$ cat src/rtl/lut_stream_reader_if.sv
// rtl/lut_stream_reader_if.sv - BRAM read port and sample stream bundle for lut_stream_reader
interface lut_stream_reader_if #(
    parameter int ADDR_W = 8,
    parameter int DATA_W = 8
);
    logic              bram_ena;
    logic [ADDR_W-1:0] bram_addr;
    logic [DATA_W-1:0] bram_dout;
    logic [DATA_W-1:0] m_data;
    logic              m_valid;
    logic              m_ready;

    // Sequencer side: drives the BRAM port and sources the stream
    modport master (
        output bram_ena,
        output bram_addr,
        input  bram_dout,
        output m_data,
        output m_valid,
        input  m_ready
    );

    // BRAM / consumer side
    modport slave (
        input  bram_ena,
        input  bram_addr,
        output bram_dout,
        input  m_data,
        input  m_valid,
        output m_ready
    );
endinterface

$ cat src/rtl/lut_stream_reader.sv
// rtl/lut_stream_reader.sv - pipelined BRAM LUT walker with credit-limited output FIFO
module lut_stream_reader #(
    parameter int ADDR_W     = 8,
    parameter int DATA_W     = 8,
    parameter int RD_LAT     = 2,
    parameter int FIFO_DEPTH = 4
) (
    input  logic              CLK100MHZ,
    input  logic              CPU_RESETN,
    input  logic              start,
    input  logic              stop,
    input  logic [ADDR_W-1:0] step,
    input  logic [15:0]       count,
    output logic              busy,
    output logic              done,
    lut_stream_reader_if.master bus
);
    localparam int PTR_W = (FIFO_DEPTH > 1) ? $clog2(FIFO_DEPTH) : 1;
    localparam int OCC_W = $clog2(FIFO_DEPTH) + 1;
    localparam int CNT_W = $clog2(FIFO_DEPTH + RD_LAT + 1) + 1;

    typedef enum logic [1:0] {
        S_IDLE  = 2'd0,
        S_RUN   = 2'd1,
        S_DRAIN = 2'd2
    } state_t;

    state_t            r_state;
    state_t            w_state_nxt;

    logic [ADDR_W-1:0] r_step;
    logic [15:0]       r_count;
    logic [15:0]       r_issued;
    logic [ADDR_W-1:0] r_addr;
    logic [ADDR_W-1:0] r_last_addr;

    logic [RD_LAT-1:0] r_pipe;
    logic [CNT_W-1:0]  r_inflight;

    logic [DATA_W-1:0] r_mem [FIFO_DEPTH];
    logic [PTR_W-1:0]  r_wr_ptr;
    logic [PTR_W-1:0]  r_rd_ptr;
    logic [OCC_W-1:0]  r_occ;

    logic [CNT_W-1:0]  w_outstanding;
    logic              w_credit;
    logic              w_issue;
    logic [15:0]       w_issued_nxt;
    logic              w_push;
    logic              w_pop;
    logic              w_fifo_nonempty;
    logic              w_drained;
    logic              w_accept;

    // Credit counts every read that could still land in the FIFO, so the FIFO can never overflow
    assign w_outstanding   = r_inflight + CNT_W'(r_occ);
    assign w_credit        = w_outstanding < CNT_W'(FIFO_DEPTH);
    assign w_issue         = (r_state == S_RUN) && !stop && w_credit;
    assign w_issued_nxt    = r_issued + 16'd1;
    assign w_push          = r_pipe[RD_LAT-1];
    assign w_fifo_nonempty = (r_occ != '0);
    assign w_pop           = w_fifo_nonempty && bus.m_ready;
    assign w_drained       = (r_inflight == '0) && !w_fifo_nonempty;
    assign w_accept        = (r_state == S_IDLE) && start && !stop;

    assign bus.bram_ena  = w_issue;
    assign bus.bram_addr = w_issue ? r_addr : r_last_addr;
    assign bus.m_valid   = w_fifo_nonempty;
    assign bus.m_data    = w_fifo_nonempty ? r_mem[r_rd_ptr] : '0;

    // State register
    always_ff @(posedge CLK100MHZ or negedge CPU_RESETN) begin
        if (!CPU_RESETN) begin
            r_state <= S_IDLE;
        end else begin
            r_state <= w_state_nxt;
        end
    end

    // Next state, busy and the one-cycle done pulse on the final drain cycle
    always_comb begin
        w_state_nxt = r_state;
        busy        = 1'b0;
        done        = 1'b0;
        case (r_state)
            S_IDLE: begin
                if (w_accept) begin
                    w_state_nxt = S_RUN;
                end
            end
            S_RUN: begin
                busy = 1'b1;
                if (stop) begin
                    w_state_nxt = S_DRAIN;
                end else if (w_issue && (r_count != 16'd0) && (w_issued_nxt == r_count)) begin
                    w_state_nxt = S_DRAIN;
                end
            end
            S_DRAIN: begin
                busy = 1'b1;
                if (w_drained) begin
                    w_state_nxt = S_IDLE;
                    done        = 1'b1;
                end
            end
            default: begin
                w_state_nxt = S_IDLE;
            end
        endcase
    end

    // Run parameters, address walker and issued-read counter
    always_ff @(posedge CLK100MHZ or negedge CPU_RESETN) begin
        if (!CPU_RESETN) begin
            r_step      <= '0;
            r_count     <= '0;
            r_issued    <= '0;
            r_addr      <= '0;
            r_last_addr <= '0;
        end else if (w_accept) begin
            r_step   <= step;
            r_count  <= count;
            r_issued <= '0;
            r_addr   <= '0;
        end else if (w_issue) begin
            r_addr      <= r_addr + r_step;
            r_last_addr <= r_addr;
            r_issued    <= w_issued_nxt;
        end
    end

    // Read-valid pipe mirroring the BRAM latency, plus a running count of reads in it
    always_ff @(posedge CLK100MHZ or negedge CPU_RESETN) begin
        if (!CPU_RESETN) begin
            r_pipe     <= '0;
            r_inflight <= '0;
        end else begin
            r_pipe[0] <= w_issue;
            for (int i = 1; i < RD_LAT; i++) begin
                r_pipe[i] <= r_pipe[i-1];
            end
            if (w_issue && !w_push) begin
                r_inflight <= r_inflight + CNT_W'(1);
            end else if (!w_issue && w_push) begin
                r_inflight <= r_inflight - CNT_W'(1);
            end
        end
    end

    // FIFO pointers and occupancy; push and pop in the same cycle leave occupancy unchanged
    always_ff @(posedge CLK100MHZ or negedge CPU_RESETN) begin
        if (!CPU_RESETN) begin
            r_wr_ptr <= '0;
            r_rd_ptr <= '0;
            r_occ    <= '0;
        end else begin
            if (w_push) begin
                r_wr_ptr <= r_wr_ptr + PTR_W'(1);
            end
            if (w_pop) begin
                r_rd_ptr <= r_rd_ptr + PTR_W'(1);
            end
            if (w_push && !w_pop) begin
                r_occ <= r_occ + OCC_W'(1);
            end else if (!w_push && w_pop) begin
                r_occ <= r_occ - OCC_W'(1);
            end
        end
    end

    // FIFO storage; contents are only visible through the non-empty gate on m_data
    always_ff @(posedge CLK100MHZ) begin
        if (w_push) begin
            r_mem[r_wr_ptr] <= bus.bram_dout;
        end
    end
endmodule
$ cat src/flat_wrapper.sv
// flat-port wrapper written by rule: the top's interface ports become plain ports
module lut_stream_reader_flat 
#(
    parameter int ADDR_W     = 8,
    parameter int DATA_W     = 8,
    parameter int RD_LAT     = 2,
    parameter int FIFO_DEPTH = 4
)
  (CLK100MHZ, CPU_RESETN, start, stop, step, count, busy, done, bus_bram_ena, bus_bram_addr, bus_bram_dout, bus_m_data, bus_m_valid, bus_m_ready);
  lut_stream_reader_if #(.ADDR_W(ADDR_W), .DATA_W(DATA_W)) bus_i ();
  input  logic CLK100MHZ;
  input  logic CPU_RESETN;
  input  logic start;
  input  logic stop;
  input  logic [ADDR_W-1:0] step;
  input  logic [15:0] count;
  output logic busy;
  output logic done;
  output wire logic [$bits(bus_i.bram_ena)-1:0] bus_bram_ena;
  output wire logic [$bits(bus_i.bram_addr)-1:0] bus_bram_addr;
  input wire logic [$bits(bus_i.bram_dout)-1:0] bus_bram_dout;
  output wire logic [$bits(bus_i.m_data)-1:0] bus_m_data;
  output wire logic [$bits(bus_i.m_valid)-1:0] bus_m_valid;
  input wire logic [$bits(bus_i.m_ready)-1:0] bus_m_ready;
  assign bus_bram_ena = bus_i.bram_ena;
  assign bus_bram_addr = bus_i.bram_addr;
  assign bus_i.bram_dout = bus_bram_dout;
  assign bus_m_data = bus_i.m_data;
  assign bus_m_valid = bus_i.m_valid;
  assign bus_i.m_ready = bus_m_ready;
  lut_stream_reader #(.ADDR_W(ADDR_W), .DATA_W(DATA_W), .RD_LAT(RD_LAT), .FIFO_DEPTH(FIFO_DEPTH)) u_core (.CLK100MHZ(CLK100MHZ), .CPU_RESETN(CPU_RESETN), .start(start), .stop(stop), .step(step), .count(count), .busy(busy), .done(done), .bus(bus_i));
endmodule
$ cat config.mk
export PLATFORM = sky130hd
export DESIGN_NAME = lut_stream_reader_flat
export DESIGN_NICKNAME = d
export VERILOG_FILES = /design/src/rtl/lut_stream_reader_if.sv /design/src/rtl/lut_stream_reader.sv /design/src/flat_wrapper.sv
export SDC_FILE = /design/constraint.sdc
export NUM_CORES = 1
export LEC_CHECK = 0
export CORE_ASPECT_RATIO = 0.7
export CORE_UTILIZATION = 31
export CTS_BUF_LIST = sky130_fd_sc_hd__clkbuf_4
export CTS_CLUSTER_SIZE = 16
export DETAILED_ROUTE_END_ITERATION = 6
export SYNTH_ARGS = -nofsm -noshare
export SYNTH_HDL_FRONTEND = slang
export SYNTH_SLANG_ARGS = --single-unit
$ cat constraint.sdc
create_clock -name CLK100MHZ -period 5 [get_ports CLK100MHZ]
set_input_delay 0.5 -clock CLK100MHZ [delete_from_list [all_inputs] [get_ports CLK100MHZ]]
set_output_delay 0.5 -clock CLK100MHZ [all_outputs]
set_load 0.02 [all_outputs]
==> impl_metrics.csv, run 1 <==
group,metric,value,unit
outcome,status,"finished clean",
worst_setup_path,critPathCaptureType,"output port",
worst_setup_path,start_kind,"register",
hold_path,hp-class,"in2async",
timing,whs,0.164,ns
yosys,syn_avg_cell_area,10.4,µm²
timing,tightest_slew,1.14,ns
placed_design,portBuffers,56,
timing,drv_slew,0,
clock_network,clk_pin_slew,0.19,ns
clock_network,post_cts_buffers,0,
global_route,grtUsageTotal,0.138,
timing,max_freq,0.259,GHz
timing,finalSetupViolations,0,
timing,fin_ws,1.14,ns
clock_network,htreeDepth,3,
route,antenna_left,0,
pwr,p_leak,2.60,nW
cells_and_area,multi_input_area,2370,µm²
global_route,grt_start_max_net_pins,72,
clock_network,cts-root-buf,"clkbuf_4",
yosys,syn_area,5250,µm²
cells_and_area,n_fill_cell,1621,
global_route,grt_pass1_wl,18600,µm
cells_and_area,register_area,2740,µm²
floorplan,start_util,0.319,
pwr,p_total,2.00,mW
floorplan,die_area,17500,µm²
global_route,antenna_found_initial,1,
cells_and_area,instances_no_fill,785,
worst_setup_path,path_max_fanout,27,
yosys,synthDistinctLibCells,49,
clock_network,cts_hold_buf,0,
yosys,synth_top_area_frac,0.338,
yosys,seq_area_frac_synth,0.521,
route,drc,0,
route,drtIter0Drc,233,
worst_setup_path,criticalPathCategory,"reg2out",
yosys,syn-num-nets,565,
worst_setup_path,cp.required,4.50,ns
yosys,yosysTopAreaCell,"dfrtp_1",
floorplan,die-width,158,µm
floorplan,die_h,111,µm
pwr,power_density,323,nW/µm²
timing,final.setup.tns,0,ns
timing,skew,0.0364,ns
flow_run,drv_cap,0,
cells_and_area,layout_common_cells,"nand2_1 (125), dfrtp_1 (71), clkdlybuf4s50_1 (55)",
placed_design,placed_area,6040,µm²
placed_design,dpl.cell_count,768,
floorplan,num_rows,39,
placed_design,place.detailed.hpwl,7750,µm
clock_network,cts_sinks,103,
yosys,yosysWarnings,0,
timing,rsz0062_at_grt,"false",
yosys,syn_inst,503,
yosys,ys_ff_latch,103,
clock_network,clk_latency,0.51,ns
route,routed_wl,11100,µm
global_route,grt_pass1_vias,3735,
floorplan,core,16400,µm²
timing,fin_crit_sh,0.772,
placed_design,place_ws,1.48,ns
clock_network,cts_buffers,9,
floorplan,io_pins,57,
route,via_per_inst,4.69,
cells_and_area,final_util,0.376,
cells_and_area,final_common_cell,"nand2_1",
route,vias,3682,
cells_and_area,drive_above_1_share,0.0787,
clock_network,cts_max_path_buffers,2,
yosys,synth_area_leaders,"dfrtp_1 (34%), edfxtp_1 (18%), nand2_1 (8.9%), ha_1 (5.2%), xnor2_1 (4.7%)",
timing,hold_viol,0,
placed_design,routabilityCongestion,0.806,
cells_and_area,areaGrowthSynthToFinish,17.7,%
clock_network,ctsResizeCount,0,
clock_network,cts_tree,"yes",
route,wl_per_cell,14.1,µm
timing,period_needed,3.86,ns
cells_and_area,fin_nets,616,
timing,slew_headroom,0.238,
worst_setup_path,arrival,3.36,ns
cells_and_area,design_area,6190,µm²
route,dr.pass1.iters,4,
global_route,grt-ovfl-total,0,
pwr,irDropWorstVdd,0.203,mV
[state kept, by name (all words and copies together), names as in the netlist]
signal              flops
u_core.r_wr_ptr         2
u_core.r_rd_ptr         2
u_core.r_issued        16
u_core.r_occ            3
u_core.r_inflight       4
u_core.r_pipe           2
u_core.r_count         16
u_core.r_last_addr      8
u_core.r_step           8
u_core.r_mem           32
u_core.r_addr           8
u_core.r_state          2
[synthesized netlist by cell type (all sizes together)]
master   instances
a41o             1
a21boi           1
and2            13
nand3           10
xor2            22
buf              4
a2111oi          1
or2              3
and3             5
nand2          125
a22o             1
o311ai           1
nor4             6
a21oi           16
nand4            7
edfxtp          32
a211oi           2
xnor2           28
o21a             1
or3              4
o21ai           15
nand2b           1
ha              22
nor3             6
nor2            30
a21o             3
o211ai           2
or4b             1
mux2             9
a311oi           1
dfrtp           71
nand3b           1
or4              3
and4b            1
a31o             1
o31a             2
mux4             8
nor2b            2
nand4b           2
inv             18
o211a            1
a31oi            2
fa               3
clkbuf          15
[routing by layer]
metal	wire [µm]	vias up	track usage
met3	557	7	0.0321
met5	0	-	0
met4	122	0	0.0485
met2	4940	75	0.209
li1	-	1802	-
met1	5450	1798	0.194
[kinds of logic (layout without fill, tap and decap cells)]
family	Yosys count	after routing	share of synthesized area
and+or+nand+nor	220	220	0.190
DFF	103	103	0.521
AOI/OAI and AO/OA	51	51	0.0603
xor gates and xnor gates	50	50	0.0834
buffers and inverters	37	93	0.0283
adders and majority gates	25	25	0.0638
muxes	17	17	0.0536
other	0	1	0
[path summary, 6_finish.rpt]
check                                             from                                 to  slack (ns)  cells past startpoint
setup / recovery           u_core.r_occ[1]$_DFFE_PN0P_                   bus_bram_addr[6]        1.14                      9
hold / removal                              CPU_RESETN  u_core.r_last_addr[0]$_DFFE_PN0N_        0.16                      2
setup reg to reg           u_core.r_occ[1]$_DFFE_PN0P_   u_core.r_inflight[3]$_DFFE_PN0P_        1.50                     14
hold reg to reg             u_core.r_pipe[0]$_DFF_PN0_         u_core.r_pipe[1]$_DFF_PN0_        0.41                      0
max in group asynchronous                   CPU_RESETN     u_core.r_issued[7]$_DFFE_PN0P_        4.22                      2
min in group CLK100MHZ      u_core.r_pipe[0]$_DFF_PN0_         u_core.r_pipe[1]$_DFF_PN0_        0.41                      0
[power breakdown]
part | internal (mW) | total (mW) | switching (mW)
clock network | 0.124 | 0.451 | 0.327
logic | 0.218 | 0.471 | 0.253
registers | 0.966 | 1.08 | 0.111
total | 1.31 | 2.00 | 0.691
[critical path, cell delays in order (launching register included)]
cell and delay (ns):
dfrtp_1 0.47, ha_1 0.31, a31o_2 0.23, nor3_1 0.16, o21ai_1 0.09, buf_4 0.24
inv_1 0.49, nand2_1 0.14, nand2_1 0.09, clkdlybuf4s50_1 0.61
[final cells by class]
| type | instances | share of cell area |
|---|---|---|
| diodes | 1 | 0.000405 |
| clock buffers | 9 | 0.0109 |
| clock inverters | 7 | 0.0123 |
| inverters | 18 | 0.0109 |
| multi-input cells | 363 | 0.384 |
| flip-flops and latches | 103 | 0.443 |
| well taps | 225 | 0.0455 |
| repair buffers | 59 | 0.0934 |
(Power assumes the default switching activity.)
==> run 2: changes to the inputs <==
==> constraint.sdc (replaced) <==
create_clock -name CLK100MHZ -period 3.16 [get_ports CLK100MHZ]
set_input_delay 0.316 -clock CLK100MHZ [delete_from_list [all_inputs] [get_ports CLK100MHZ]]
set_output_delay 0.316 -clock CLK100MHZ [all_outputs]
set_load 0.02 [all_outputs]
==> impl_metrics.csv, run 2 (synthesized netlist as in run 1, its figures left out) <==
group,metric,value,unit
pwr,power_density,516,nW/µm²
timing,finalSetupViolations,0,
route,vias,3630,
timing,period_needed,2.91,ns
timing,fin_crit_sh,0.922,
timing,final.setup.tns,0,ns
route,routed_wl,10900,µm
clock_network,cts_sinks,103,
route,dr.pass1.iters,4,
floorplan,core,16400,µm²
cells_and_area,drive_above_1_share,0.0853,
route,drtIter0Drc,236,
worst_setup_path,criticalPathCategory,"reg2out",
placed_design,portBuffers,56,
pwr,clock_power_share,0.233,
floorplan,num_rows,39,
pwr,switching_share,0.334,
route,via_per_inst,4.60,
global_route,grtUsageTotal,0.135,
clock_network,cts-root-buf,"clkbuf_4",
cells_and_area,top_regs,"u_core.r_mem: 32 flops, u_core.r_count: 16 flops, u_core.r_issued: 16 flops",
clock_network,cts_tree,"yes",
worst_setup_path,arrival,2.60,ns
timing,hold_viol,0,
floorplan,die_h,111,µm
pwr,seqPwrFrac,0.530,
timing,fin_ws,0.245,ns
global_route,grt_start_max_net_pins,36,
floorplan,start_util,0.319,
global_route,grt_pass1_wl,18300,µm
clock_network,htreeDepth,3,
worst_setup_path,critical_path.slowest_cell,"dfrtp_1",
clock_network,clk_pin_slew,0.17,ns
placed_design,place_ws,0.427,ns
clock_network,cts_buffers,9,
worst_setup_path,path_max_fanout,23,
pwr,power.internal,2.15,mW
cells_and_area,largest_reg_flops,32,
worst_setup_path,cpMostUsedCell,"nand2_1",
floorplan,die-width,158,µm
timing,slew_headroom,0.480,
timing,drv_slew,0,
cells_and_area,instances_no_fill,789,
clock_network,clk_latency,0.47,ns
outcome,status,"finished clean",
timing,tightest_slew,0.780,ns
worst_setup_path,cp.required,2.84,ns
flow_run,drv_cap,0,
floorplan,die_area,17500,µm²
placed_design,routabilityCongestion,0.793,
route,wl_per_cell,13.9,µm
cells_and_area,layout_common_cells,"nand2_1 (125), dfrtp_1 (71), clkdlybuf4s50_1 (46)",
pwr,p_switching,1.08,mW
cells_and_area,final_common_cell,"nand2_1",
cells_and_area,areaGrowthSynthToFinish,18.9,%
route,drc,0,
timing,skew,0.0174,ns
global_route,antenna_found_initial,1,
floorplan,io_pins,57,
timing,rsz0062_at_grt,"false",
cells_and_area,top_register,"u_core.r_mem",
placed_design,place.detailed.hpwl,7840,µm
worst_setup_path,path_buf_inv,3,
pwr,irDropWorstVdd,0.238,mV
route,antenna_left,0,
timing,max_freq,0.343,GHz
pwr,comb_power_share,0.237,
clock_network,cts_max_path_buffers,2,
placed_design,dpl.cell_count,771,
global_route,grt-ovfl-total,0,
global_route,grt_pass1_vias,3718,
worst_setup_path,critical-path-max-stage-delay,0.47,ns
pwr,p_leak,2.68,nW
hold_path,hp-class,"in2reg",
worst_setup_path,cp_top_family,"buffers and inverters",
worst_setup_path,critPathCaptureType,"output port",
cells_and_area,fin_nets,620,
worst_setup_path,start_kind,"register",
worst_setup_path,crit_chain,"ha_1 -> a31o_2 -> nor3_1 -> o21ai_2 -> inv_1 -> buf_8 -> nand2_1 -> nand2_1 -> dlygate4sd2_1",
## run 2: power by group through the flow
stage               sequential [mW]  clock, mW  combinational [mW]
floorplan                      1.66          0               0.557
finish                         1.71      0.752               0.765
detailed placement             1.73          0               0.762
global placement               1.73          0               0.725
CTS                            1.71      0.786               0.770
global route                   1.73      0.831               0.865
## run 2: worst paths after layout
path / from / endpoint / slack (ns) / cells after the start
max: u_core.r_inflight[1]$_DFFE_PN0P_ / bus_bram_addr[6] / 0.25 / 9
min: step[0] / u_core.r_step[0]$_DFFE_PN0P_ / 0.34 / 3
max reg2reg: u_core.r_inflight[1]$_DFFE_PN0P_ / u_core.r_inflight[3]$_DFFE_PN0P_ / 0.36 / 13
min reg2reg: u_core.r_pipe[0]$_DFF_PN0_ / u_core.r_pipe[1]$_DFF_PN0_ / 0.37 / 0
max in group asynchronous: CPU_RESETN / u_core.r_state[0]$_DFFE_PN0P_ / 1.92 / 3
min in group asynchronous: CPU_RESETN / u_core.r_last_addr[0]$_DFFE_PN0N_ / 0.43 / 2
## run 2: final cells by class
| class | instances | area, µm² |
|---|---|---|
| Antenna cell | 1 | 2.50 |
| Sequential cell | 103 | 2740 |
| Inverter | 18 | 67.6 |
| Timing Repair Buffer | 63 | 614 |
| Tap cell | 225 | 282 |
| Fill cell | 1625 | 10200 |
| Clock buffer | 9 | 67.6 |
| Multi-Input combinational cell | 363 | 2380 |
| Clock inverter | 7 | 95.1 |
## run 2: layer usage
| layer | up-vias | wire length [µm] | track usage |
|---|---|---|---|
| met2 | 75 | 4530 | 0.194 |
| met4 | 0 | 111 | 0.0434 |
| met5 | - | 0 | 0 |
| met3 | 7 | 461 | 0.0321 |
| met1 | 1721 | 5840 | 0.199 |
| li1 | 1827 | - | - |
## run 2: what timing repair did
action	CTS	global route
buffers inserted	0	0
resized for setup	11	1
pin swaps	0	0
hold buffers	1	0
setup endpoints to repair	9	1
endpoints found under the hold margin	33	0
## run 2: worst min-delay path, cell delays in order
cell and delay, ns:
clkdlybuf4s50_1 0.39, nand2_1 0.06, nand2_1 0.04
## run 2: stage by stage
stage | hold slack [ns] | power (mW) | area, µm² | util
6_report | 0.345 | 3.22 | 6240 | 0.380
5_1_grt | 0.315 | 3.43 | 6240 | 0.380
4_1_cts | 0.298 | 3.26 | 6240 | 0.379
3_5_place_dp | 0.340 | 2.50 | 6070 | 0.369
3_3_place_gp | 0.340 | 2.45 | 6070 | 0.369
2_1_floorplan | 0.0204 | 2.22 | 5260 | -
